===== src/rtl/mtm_alu_deser_param_if.sv =====
// rtl/mtm_alu_deser_param_if.sv - serial input and parallel packet outputs of the ALU deserializer
interface mtm_alu_deser_param_if #(
    parameter int OPERAND_W = 32
);
    logic                 sin;
    logic [OPERAND_W-1:0] a_out;
    logic [OPERAND_W-1:0] b_out;
    logic [7:0]           ctl_out;
    logic                 out_valid;
    logic                 err_data;
    logic                 err_frame;
    logic                 busy;

    modport master (
        input  sin,
        output a_out, b_out, ctl_out, out_valid, err_data, err_frame, busy
    );

    modport slave (
        output sin,
        input  a_out, b_out, ctl_out, out_valid, err_data, err_frame, busy
    );
endinterface


===== src/rtl/mtm_alu_deser_param.sv =====
// rtl/mtm_alu_deser_param.sv - 11-bit frame deserializer assembling two operands and a control byte
module mtm_alu_deser_param #(
    parameter int OPERAND_W = 32,
    parameter int GAP_MAX   = 64
) (
    input  logic                  clk,
    input  logic                  rst,
    mtm_alu_deser_param_if.master bus
);
    localparam int NB  = 2 * OPERAND_W / 8;
    localparam int BCW = $clog2(NB + 1);
    localparam int GCW = $clog2(GAP_MAX + 1);
    localparam logic [BCW-1:0] NB_C     = BCW'(NB);
    localparam logic [GCW-1:0] GAP_LAST = GCW'(GAP_MAX - 1);

    typedef enum logic [2:0] {IDLE, TYPE, DATA, STOP, RECOVER} state_t;

    state_t                 state, state_nx;
    logic [2:0]             bit_cnt, bit_cnt_nx;
    logic                   is_ctl, is_ctl_nx;
    logic [7:0]             shift, shift_nx;
    logic [BCW-1:0]         byte_cnt, byte_cnt_nx;
    logic [GCW-1:0]         gap_cnt, gap_cnt_nx;
    logic                   overflow, overflow_nx;
    logic [2*OPERAND_W-1:0] data_sr, data_sr_nx;
    logic [OPERAND_W-1:0]   a_q, a_nx, b_q, b_nx;
    logic [7:0]             ctl_q, ctl_nx;
    logic                   valid_q, valid_nx;
    logic                   err_data_q, err_data_nx;
    logic                   err_frame_q, err_frame_nx;

    always_ff @(posedge clk) begin
        if (rst) begin
            state       <= IDLE;
            bit_cnt     <= '0;
            is_ctl      <= 1'b0;
            shift       <= '0;
            byte_cnt    <= '0;
            gap_cnt     <= '0;
            overflow    <= 1'b0;
            data_sr     <= '0;
            a_q         <= '0;
            b_q         <= '0;
            ctl_q       <= '0;
            valid_q     <= 1'b0;
            err_data_q  <= 1'b0;
            err_frame_q <= 1'b0;
        end else begin
            state       <= state_nx;
            bit_cnt     <= bit_cnt_nx;
            is_ctl      <= is_ctl_nx;
            shift       <= shift_nx;
            byte_cnt    <= byte_cnt_nx;
            gap_cnt     <= gap_cnt_nx;
            overflow    <= overflow_nx;
            data_sr     <= data_sr_nx;
            a_q         <= a_nx;
            b_q         <= b_nx;
            ctl_q       <= ctl_nx;
            valid_q     <= valid_nx;
            err_data_q  <= err_data_nx;
            err_frame_q <= err_frame_nx;
        end
    end

    always_comb begin
        state_nx     = state;
        bit_cnt_nx   = bit_cnt;
        is_ctl_nx    = is_ctl;
        shift_nx     = shift;
        byte_cnt_nx  = byte_cnt;
        gap_cnt_nx   = gap_cnt;
        overflow_nx  = overflow;
        data_sr_nx   = data_sr;
        a_nx         = a_q;
        b_nx         = b_q;
        ctl_nx       = ctl_q;
        valid_nx     = 1'b0;
        err_data_nx  = 1'b0;
        err_frame_nx = 1'b0;

        case (state)
            IDLE: begin
                if (!bus.sin) begin
                    state_nx = TYPE;
                end else if (byte_cnt != '0) begin
                    // Idle gap inside a packet: the GAP_MAX-th idle clk drops the partial packet
                    if (gap_cnt == GAP_LAST) begin
                        err_data_nx = 1'b1;
                        byte_cnt_nx = '0;
                        gap_cnt_nx  = '0;
                        overflow_nx = 1'b0;
                    end else begin
                        gap_cnt_nx = gap_cnt + GCW'(1);
                    end
                end
            end
            TYPE: begin
                is_ctl_nx  = bus.sin;
                bit_cnt_nx = '0;
                state_nx   = DATA;
            end
            DATA: begin
                shift_nx   = {shift[6:0], bus.sin};
                bit_cnt_nx = bit_cnt + 3'd1;
                if (bit_cnt == 3'd7) state_nx = STOP;
            end
            STOP: begin
                gap_cnt_nx = '0;
                if (bus.sin) begin
                    state_nx = IDLE;
                    if (!is_ctl) begin
                        if (byte_cnt < NB_C) begin
                            data_sr_nx  = {data_sr[2*OPERAND_W-9:0], shift};
                            byte_cnt_nx = byte_cnt + BCW'(1);
                        end else begin
                            overflow_nx = 1'b1;
                        end
                    end else begin
                        if (byte_cnt == NB_C && !overflow) begin
                            // B arrived first, so it sits in the upper half of the shift register
                            b_nx     = data_sr[2*OPERAND_W-1:OPERAND_W];
                            a_nx     = data_sr[OPERAND_W-1:0];
                            ctl_nx   = shift;
                            valid_nx = 1'b1;
                        end else begin
                            err_data_nx = 1'b1;
                        end
                        byte_cnt_nx = '0;
                        overflow_nx = 1'b0;
                    end
                end else begin
                    err_frame_nx = 1'b1;
                    byte_cnt_nx  = '0;
                    overflow_nx  = 1'b0;
                    state_nx     = RECOVER;
                end
            end
            RECOVER: begin
                if (bus.sin) state_nx = IDLE;
            end
            default: state_nx = IDLE;
        endcase
    end

    assign bus.a_out     = a_q;
    assign bus.b_out     = b_q;
    assign bus.ctl_out   = ctl_q;
    assign bus.out_valid = valid_q;
    assign bus.err_data  = err_data_q;
    assign bus.err_frame = err_frame_q;
    assign bus.busy      = (state != IDLE) || (byte_cnt != '0);
endmodule


===== src/flat_wrapper.sv =====
// flat-port wrapper written by rule: the top's interface ports become plain ports
module mtm_alu_deser_param_flat 
#(
    parameter int OPERAND_W = 32,
    parameter int GAP_MAX   = 64
)
  (clk, rst, bus_sin, bus_a_out, bus_b_out, bus_ctl_out, bus_out_valid, bus_err_data, bus_err_frame, bus_busy);
  mtm_alu_deser_param_if #(.OPERAND_W(OPERAND_W)) bus_i ();
  input  logic clk;
  input  logic rst;
  input wire logic [$bits(bus_i.sin)-1:0] bus_sin;
  output wire logic [$bits(bus_i.a_out)-1:0] bus_a_out;
  output wire logic [$bits(bus_i.b_out)-1:0] bus_b_out;
  output wire logic [$bits(bus_i.ctl_out)-1:0] bus_ctl_out;
  output wire logic [$bits(bus_i.out_valid)-1:0] bus_out_valid;
  output wire logic [$bits(bus_i.err_data)-1:0] bus_err_data;
  output wire logic [$bits(bus_i.err_frame)-1:0] bus_err_frame;
  output wire logic [$bits(bus_i.busy)-1:0] bus_busy;
  assign bus_i.sin = bus_sin;
  assign bus_a_out = bus_i.a_out;
  assign bus_b_out = bus_i.b_out;
  assign bus_ctl_out = bus_i.ctl_out;
  assign bus_out_valid = bus_i.out_valid;
  assign bus_err_data = bus_i.err_data;
  assign bus_err_frame = bus_i.err_frame;
  assign bus_busy = bus_i.busy;
  mtm_alu_deser_param #(.OPERAND_W(OPERAND_W), .GAP_MAX(GAP_MAX)) u_core (.clk(clk), .rst(rst), .bus(bus_i));
endmodule

===== config.mk =====
export PLATFORM = sky130hd
export DESIGN_NAME = mtm_alu_deser_param_flat
export DESIGN_NICKNAME = d
export VERILOG_FILES = /design/src/rtl/mtm_alu_deser_param_if.sv /design/src/rtl/mtm_alu_deser_param.sv /design/src/flat_wrapper.sv
export SDC_FILE = /design/constraint.sdc
export NUM_CORES = 1
export LEC_CHECK = 0
export ABC_AREA = 1
export BUFFER_PORTS_ARGS = -buffer_cell sky130_fd_sc_hd__buf_2
export CAP_MARGIN = 30
export CORE_UTILIZATION = 57
export CTS_CLUSTER_DIAMETER = 50
export DETAILED_ROUTE_END_ITERATION = 12
export HOLD_SLACK_MARGIN = 0.05
export PLACE_DENSITY = 0.79
export SYNTH_ARGS = -nofsm -noshare
export SYNTH_HDL_FRONTEND = slang
export SYNTH_SLANG_ARGS = --single-unit

===== constraint.sdc =====
create_clock -name clk -period 2.15 [get_ports clk]
set_clock_uncertainty 0.05 [all_clocks]
set_input_delay 0.645 -clock clk [delete_from_list [all_inputs] [get_ports clk]]
set_output_delay 0.645 -clock clk [all_outputs]
set_load 0.02 [all_outputs]

# Word-level counts from Yosys, hierarchy flattened
# Index checks and enable logic that the tools add are counted.
dict set report word_totals {
  regBits 166
  output_inout_bits 76
}
dict set report op_classes {
  add_sub_neg 3
  order_cmp 1
  n_eq_ne 15
  muxes 33
  n_bitwise 3
  reduce_logical 16
}
# operator n
set op_table {}
lappend op_table {{two-way mux 4 bit} 6}
lappend op_table {{two-way mux 7 bit} 3}
lappend op_table {{one-hot mux 3 bit (5 select lines)} 1}
lappend op_table {{two-way mux 1 bit} 14}
lappend op_table {{one-hot mux 7 bit (2 select lines)} 1}
lappend op_table {{two-way mux 3 bit} 4}
lappend op_table {{AND reduction 5 bit} 2}
lappend op_table {{one-hot mux 4 bit (2 select lines)} 1}
lappend op_table {{AND reduction 4 bit} 2}
lappend op_table {{adder 7 x 1 -> 7 bit (second input constant)} 1}
lappend op_table {{equality test 7 x 6 -> 1 bit (second input constant)} 1}
lappend op_table {{equality test 3 x 2 -> 1 bit (second input constant)} 2}
lappend op_table {{equality test 3 bit (second input constant)} 2}
lappend op_table {{inequality test 2 x 1 -> 1 bit (second input constant)} 3}
lappend op_table {{inequality test 2 bit (second input constant)} 3}
lappend op_table {{one-hot mux 3 bit (2 select lines)} 1}
lappend op_table {{AND reduction 3 bit} 2}
lappend op_table {{adder 4 x 1 -> 4 bit (second input constant)} 1}
lappend op_table {{equality test 4 bit (second input constant)} 1}
lappend op_table {{< comparator 4 bit (second input constant)} 1}
lappend op_table {{inequality test 4 x 2 -> 1 bit (second input constant)} 1}
lappend op_table {{inequality test 4 x 3 -> 1 bit (second input constant)} 1}
lappend op_table {{one-hot mux 1 bit (2 select lines)} 2}
lappend op_table {{nonzero test 2 bit} 2}
lappend op_table {{other kinds (11)} 13}

# Longest topological paths before layout
# Gate-level depths: netlist of run 1.
dict set report depth {
  ltp_word 6
  ltp_mapped 11
  mapped_depth_nobuf 11
}

# Worst setup path after synthesis of run 1
# Ideal clock, no wire load.
dict set report synth_timing {
  path_type {register -> register}
  from {register u_core.byte_cnt[0]}
  to {register u_core.b_q[24] (netlist: u_core.bus.b_out[24])}
  setup_ns 0.116
  arrival_ns 1.450
  slack_ns 0.535
  path_stages_with_launch 9
  path_buffers 1
  synth_period_minus_slack_ns 1.615
  path_cell_list {dfxtp_1 > inv_1 > ha_1 > nand4_1 > nor3_1 > nand2_1 > clkbuf_1 > o21ai_0 > nor2_1}
}
dict set report synth_between {
  elab_chain_len 3
}
# element line_no
set synth_lines {}
lappend synth_lines {{start: declaration} mtm_alu_deser_param.sv:22} ;# logic [BCW-1:0] byte_cnt, byte_cnt_nx;
lappend synth_lines {{start signal: assignment} mtm_alu_deser_param.sv:53} ;# byte_cnt <= byte_cnt_nx;
lappend synth_lines {{equality test 4 bit} mtm_alu_deser_param.sv:120} ;# if (byte_cnt == NB_C && !overflow) begin
lappend synth_lines {{logical AND 1 bit} mtm_alu_deser_param.sv:120}
lappend synth_lines {{AND reduction 4 bit (no source line)} --}
lappend synth_lines {{end signal: assignment} mtm_alu_deser_param.sv:58} ;# b_q <= b_nx;
lappend synth_lines {{end: declaration} mtm_alu_deser_param.sv:26} ;# logic [OPERAND_W-1:0] a_q, a_nx, b_q, b_nx;
# Every way passes these cells.
# A chain may end at the register's enable or synchronous reset.

# Worst setup path after layout of run 1
dict set report layout_timing {
  from {register u_core.byte_cnt[0]}
  to {output bus_busy}
}
dict set report layout_between {
  elab_chain_len 2
}
# element line_no
set layout_lines {}
lappend layout_lines {{nonzero test 4 bit} mtm_alu_deser_param.sv:152} ;# assign bus.busy = (state != IDLE) || (byte_cnt != '0);
lappend layout_lines {{logical OR 1 bit} mtm_alu_deser_param.sv:152}
lappend layout_lines {{end: declaration} flat_wrapper.sv:18} ;# output wire logic [$bits(bus_i.busy)-1:0] bus_busy;
# Every way passes these cells.

==> results.md, run 1 <==
* Total core area at 10,300 um^2
* Minimum clock period at 2110 ps
* Status: complete, no violations
* Worst-Skew Late Latency at 530 ps
* Root buffer cell: clkbuf_8
* Yosys reg bits at 166
* Initial antenna violation count at 0
* Final instance area at 7110 um^2
* Sum Neg Setup Slack at 0 ps
* Vias in the first global route at 4,848
* Crit-path max FO at 4
* DRC violations left at 0
* Total number of H-tree levels at 4
* First-pass GRT wire length at 21,800 um
* Die W at 105 um
* Vias per cell at 5.27
* Post-synth cell types at 26
* TritonCTS clock tree: built
* Leading cell types in the layout, fill and taps excluded: nor2_1, dfxtp_1, o21ai_0
* PnR worst setup slack at 38.3 ps
* CTS max path bufs at 2
* Area Overhead vs Synth at 18.4%
* Pleak at 3.27 nW
* Post-synth top area cell: dfxtp_1
* CTS clk-pin slew, worst paths at 70 ps
* GRT Util Overall at 0.246
* RSZ-0062 raised after global routing: no
* Pin count of the biggest net entering global routing at 59
* Power per cell area at 910 nW/um^2
* Top-area cell type share of the netlist area at 0.553
* Worst slew pin tran at 367 ps
* Worst path required time at 1450 ps
* Cells after Synth at 774
* Placed inst area at 6520 um^2
* Initial Utilization at 0.584
* I/O Pins at 79
* IO buf count at 78
* VDD IR max at 547 uV
* Dpl hpwl at 8490 um
* Non-filler cells, final at 987
* Syn Area/Cell at 7.76 um^2
* Synth Warn # at 0
* Pre-antenna DRT Iters at 5
* Placed Cells at 954
* Worst min path class: in2reg
* Die Y at 105 um
* Overflow after GRT at 0
* R2R depth at 8
* Ant diodes at 0
* Synth Net Count at 782
* Worst hold slack at 380 ps
* Via count at 5,204
* Setup violators final at 0
* Max cap viols at 0
* Total die area at 10,900 um^2
* Max Fclk at 0.474 GHz
* Crit path DAT at 1420 ps
* Slew headroom at 0.755
* Final Hold Vio Count at 0
* Final period util at 0.982
* Post-synthesis cell area at 6000 um^2
* Crit Path Category: reg2out
* Top cells by area, synth: dfxtp_1, nor2_1, o21ai_0
* Worst setup SP type: register
* # rows at 37
* Hold-fix buffers, CTS at 0
* CTS Buf Count at 17
* Place WS at 185 ps
* Worst setup EP type: output pin
* Max Slew Vio Count at 0
* Register area share after synthesis at 0.553
* # clock sinks at 166
* Routed len/inst at 13.0 um
* Final net count at 846
* # fillers at 853
* Commonest non-fill, non-tap cell in the layout: nor2_1
* Routed Antenna Nets at 0
* Layout cells sized above 1 at 0.167
* Placer Congestion at 0.823
* Hold Path Cell Cnt at 2
* Routed wire length at 12,800 um
* Initial drt markers at 301
==> critical path: stages, from the launching register on <==
cell,delay (ps)
dfxtp_2,340
inv_1,80
ha_2,200
nand3_1,90
buf_4,170
==> metal layers <==
metal | wire, um | global-route usage | vias to the layer above
met5 | 0 | 0 | -
met4 | 243 | 0.0875 | 0
met3 | 607 | 0.0674 | 26
met2 | 6520 | 0.431 | 124
met1 | 5440 | 0.287 | 2431
li1 | - | - | 2623
==> cell type report <==
cell class	count	area [um^2]	area share
inverters	22	82.6	0.0116
clock buffers	18	428	0.0602
flip-flops and latches	166	3330	0.468
well taps	136	170	0.0239
repair buffers	91	578	0.0813
clock inverters	14	138	0.0194
multi-input cells	540	2380	0.335
==> cell families (layout without fill, tap and decap cells) <==
family                   after synthesis  in the layout  share of synthesized area
buffers and inverters                 68            145                     0.0527
AND/OR/NAND/NOR                      369            369                      0.244
AO/OA/AOI/OAI                        165            165                      0.138
flip-flops                           166            166                      0.553
XOR/XNOR                               1              1                    0.00146
adder cells (fa/ha/maj)                5              5                     0.0104
==> worst paths after layout <==
check	from	to	slack (ps)
setup / recovery	u_core.byte_cnt[0]$_SDFFE_PP0P_	bus_busy	40
hold reg to reg	u_core.gap_cnt[6]$_SDFFE_PP0P_	u_core.gap_cnt[6]$_SDFFE_PP0P_	410
setup reg to reg	u_core.byte_cnt[0]$_SDFFE_PP0P_	u_core.bus.b_out[29]$_SDFFE_PP0P_	280
hold / removal	rst	u_core.state[2]$_SDFFE_PP0P_	380
==> state kept, by name, indices dropped and copies added, names as in the netlist <==
name	count
u_core.data_sr	64
u_core.bus.a_out	32
u_core.bus.b_out	32
u_core.bus.ctl_out	8
u_core.shift	8
u_core.gap_cnt	7
u_core.byte_cnt	4
u_core.bit_cnt	3
u_core.state	3
u_core.bus.err_data	1
u_core.bus.err_frame	1
u_core.bus.out_valid	1
u_core.is_ctl	1
u_core.overflow	1
==> power breakdown <==
group	leakage (nW)	internal (mW)	total (mW)	switching, mW
clock network	0.267	1.59	2.85	1.26
logic	1.66	0.128	0.376	0.248
registers	1.34	3.16	3.24	0.0801
==> synth_stat cells <==
cell,instances
nor2_1,306
dfxtp_1,166
o21ai_0,145
nand2_1,36
clkbuf_1,34
inv_1,20
a21oi_1,13
nand3_1,8
buf_6,7
ha_1,5
nor3_1,5
o21ai_1,5
buf_2,4
nand4_1,4
inv_2,2
nand2_2,2
nor2_2,2
nor4_1,2
a31oi_1,1
buf_4,1
nand2_4,1
nor2_8,1
nor3_4,1
o22ai_1,1
or2_2,1
xor2_1,1
==> stage by stage <==
step | total power, mW | util
global placement | 3.66 | 0.634
global route | 6.71 | 0.692
detailed placement | 3.67 | 0.634
floorplan | 3.56 | -
CTS | 6.51 | 0.691
finish | 6.47 | 0.692
==> repair_timing <==
action                                 4_1_cts  5_1_grt
endpoints found under the hold margin        0        0
setup endpoints to repair                    1        1
pin swaps                                    0        1
buffers inserted                             0        1
gates resized for setup                      7        3
No activity file was read; power rests on OpenSTA's default activity.
==> run 2: changes to the inputs <==
--- a/config.mk
+++ b/config.mk
@@ -11,6 +11,7 @@
 export CORE_UTILIZATION = 57
 export CTS_CLUSTER_DIAMETER = 50
 export DETAILED_ROUTE_END_ITERATION = 12
+export GPL_TIMING_DRIVEN = 0
 export HOLD_SLACK_MARGIN = 0.05
 export PLACE_DENSITY = 0.79
 export SYNTH_ARGS = -nofsm -noshare
==> run 2 against run 1 <==
Compared with the run above:
- non-clock buffer count grew 36
- critical path type unchanged
- cell area grew 1.4%
- via count grew 3.7%
- sequential power is essentially flat
- wire length grew 9.9%
- combinational power grew 6.1%
- core utilization grew 0.94 points
- first-iteration DRC count grew 10%
==> results.md, run 2 (synthesis gave the netlist of run 1 again) <==
* Status: complete, no violations
* Clock power frac at 0.439 (about the same)
* Cell Int Power at 4.95 mW (+1.4%)
* I/O Pins at 79 (unchanged)
* RSZ-0062 raised after global routing: no
* Setup crit start: u_core.state[2]$_SDFFE_PP0P_
* Worst path required time at 1450 ps (about the same)
* # rows at 37 (unchanged)
* Crit Path Category: reg2out
* CTS max path bufs at 2 (unchanged)
* Total die area at 10,900 um^2 (unchanged)
* Max cap viols at 0 (unchanged)
* Register Area at 3330 um^2 (about the same)
* Power per cell area at 901 nW/um^2 (-0.89%)
* Die W at 105 um (unchanged)
* Ant diodes at 0 (unchanged)
* Final period util at 0.979 (-0.00299)
* IO buf count at 78 (unchanged)
* Final net count at 883 (+4.4%)
* Root buffer cell: clkbuf_8
* Slew headroom at 0.476 (-0.280)
* CTS clk-pin slew, worst paths at 60 ps (about the same)
* TritonCTS clock tree: built
* Top reg by flops: u_core.data_sr
* Initial drt markers at 332 (+10%)
* Pin count of the biggest net entering global routing at 17 (-71%)
* Initial Utilization at 0.584 (unchanged)
* Total number of H-tree levels at 4 (unchanged)
* Total core area at 10,300 um^2 (unchanged)
* Via count at 5,394 (+3.7%)
* Crit-path max FO at 3 (-1)
* # fillers at 803 (-5.9%)
* HP Start: bus_sin
* Vias in the first global route at 5,076 (+4.7%)
* Max Slew Vio Count at 0 (unchanged)
* Placed Cells at 988 (+3.6%)
* Dpl hpwl at 9710 um (+14%)
* Post-Route Utilization at 0.701 (+0.00938)
* Worst setup SP type: register
* Worst hold slack at 397 ps (+17.1 ps)
* Setup violators final at 0 (unchanged)
* Worst r2r src: u_core.byte_cnt[1]$_SDFFE_PP0P_
* Layout cells sized above 1 at 0.164 (-0.00245)
* CTS Buf Count at 17 (unchanged)
* Multi-input gate area at 2400 um^2 (+0.52%)
* Overflow after GRT at 0 (unchanged)
* Die Y at 105 um (unchanged)
* Placer Congestion at 0.897 (+9.0%)
* Placed inst area at 6570 um^2 (+0.75%)
* VDD IR max at 496 uV (-9.4%)
* PnR worst setup slack at 44.8 ps (+6.42 ps)
* Worst-Skew Late Latency at 540 ps (about the same)
* Worst min path class: in2reg
* Sum Neg Setup Slack at 0 ps (unchanged)
* Area Overhead vs Synth at 20.0%
* Pre-antenna DRT Iters at 5 (unchanged)
* Place WS at -183 ps (-369 ps)
* Worst slew pin tran at 784 ps (+417 ps)
* Crit path DAT at 1410 ps (about the same)
* Routed len/inst at 13.7 um (+6.0%)
* Routed Antenna Nets at 0 (unchanged)
* Non-filler cells, final at 1,024 (+3.7%)
* Share of power burned in registers at 0.499 (-0.003)
* Initial antenna violation count at 0 (unchanged)
* Max Fclk at 0.475 GHz (+0.31%)
* Vias per cell at 5.27 (about the same)
* Hold-fix buffers, CTS at 0 (unchanged)
* Final instance area at 7210 um^2 (+1.4%)
* Leading cell types in the layout, fill and taps excluded: nor2_1, dfxtp_1, o21ai_0
* Final Total Pwr at 6.50 mW (+0.45%)
* # clock sinks at 166 (unchanged)
* Commonest non-fill, non-tap cell in the layout: nor2_1
* Largest register FFs at 64 (unchanged)
* Worst setup EP type: output pin
* Combinational Power Share at 0.061 (+0.003)
* Routed wire length at 14,100 um (+9.9%)
* First-pass GRT wire length at 23,500 um (+7.8%)
* Final Hold Vio Count at 0 (unchanged)
* GRT Util Overall at 0.268 (+0.0226)
* Minimum clock period at 2110 ps (-6.42 ps)
* Sw power at 1.54 mW (-2.5%)
* Pleak at 3.33 nW (+1.8%)
* Switch share at 0.238 (-0.00714)
* DRC violations left at 0 (unchanged)
## run 2: final cells by class
cell class	count	area share
multi-input combinational	541	0.333
sequential	166	0.462
tap	136	0.0236
timing repair buffer	81	0.0581
inverter	22	0.0115
buffer	46	0.0328
clock buffer	22	0.0656
clock inverter	10	0.0135
## run 2: what timing repair did
action / CTS / global route
buffers inserted: 1 / 2
gates resized for setup: 7 / 12
hold endpoints to repair: 0 / 0
pin swaps: 0 / 2
setup endpoints to repair: 1 / 71
gates cloned: 0 / 1
## run 2: worst max-delay path: stages, from the launching register on
cell     delay (ps)
dfxtp_4         350
nor2_4          110
nand2_2          80
inv_1            90
nand3_2         100
buf_6           150
## run 2: power by group through the flow
| stage | clock network [mW] | registers [mW] | logic [mW] |
|---|---|---|---|
| after floorplan | 0 | 3.28 | 0.282 |
| after global placement | 0 | 3.30 | 0.351 |
| after detailed placement | 0 | 3.31 | 0.369 |
| after CTS | 2.89 | 3.24 | 0.383 |
| after global routing | 3.02 | 3.25 | 0.456 |
| final | 2.85 | 3.25 | 0.399 |
## run 2: layer usage
metal	GRT usage	part of all wire
met5	0	0
met4	0.105	0.023
met3	0.0555	0.064
met2	0.447	0.49
met1	0.341	0.42
## run 2: final timing paths
kind / endpoint / depth (start not counted) / slack, ps
setup / recovery: bus_busy / 5 / 40
hold / removal: u_core.bus.out_valid$_SDFF_PP0_ / 3 / 400
setup reg to reg: u_core.bus.b_out[3]$_SDFFE_PP0P_ / 8 / 160
hold reg to reg: u_core.gap_cnt[6]$_SDFFE_PP0P_ / 2 / 420
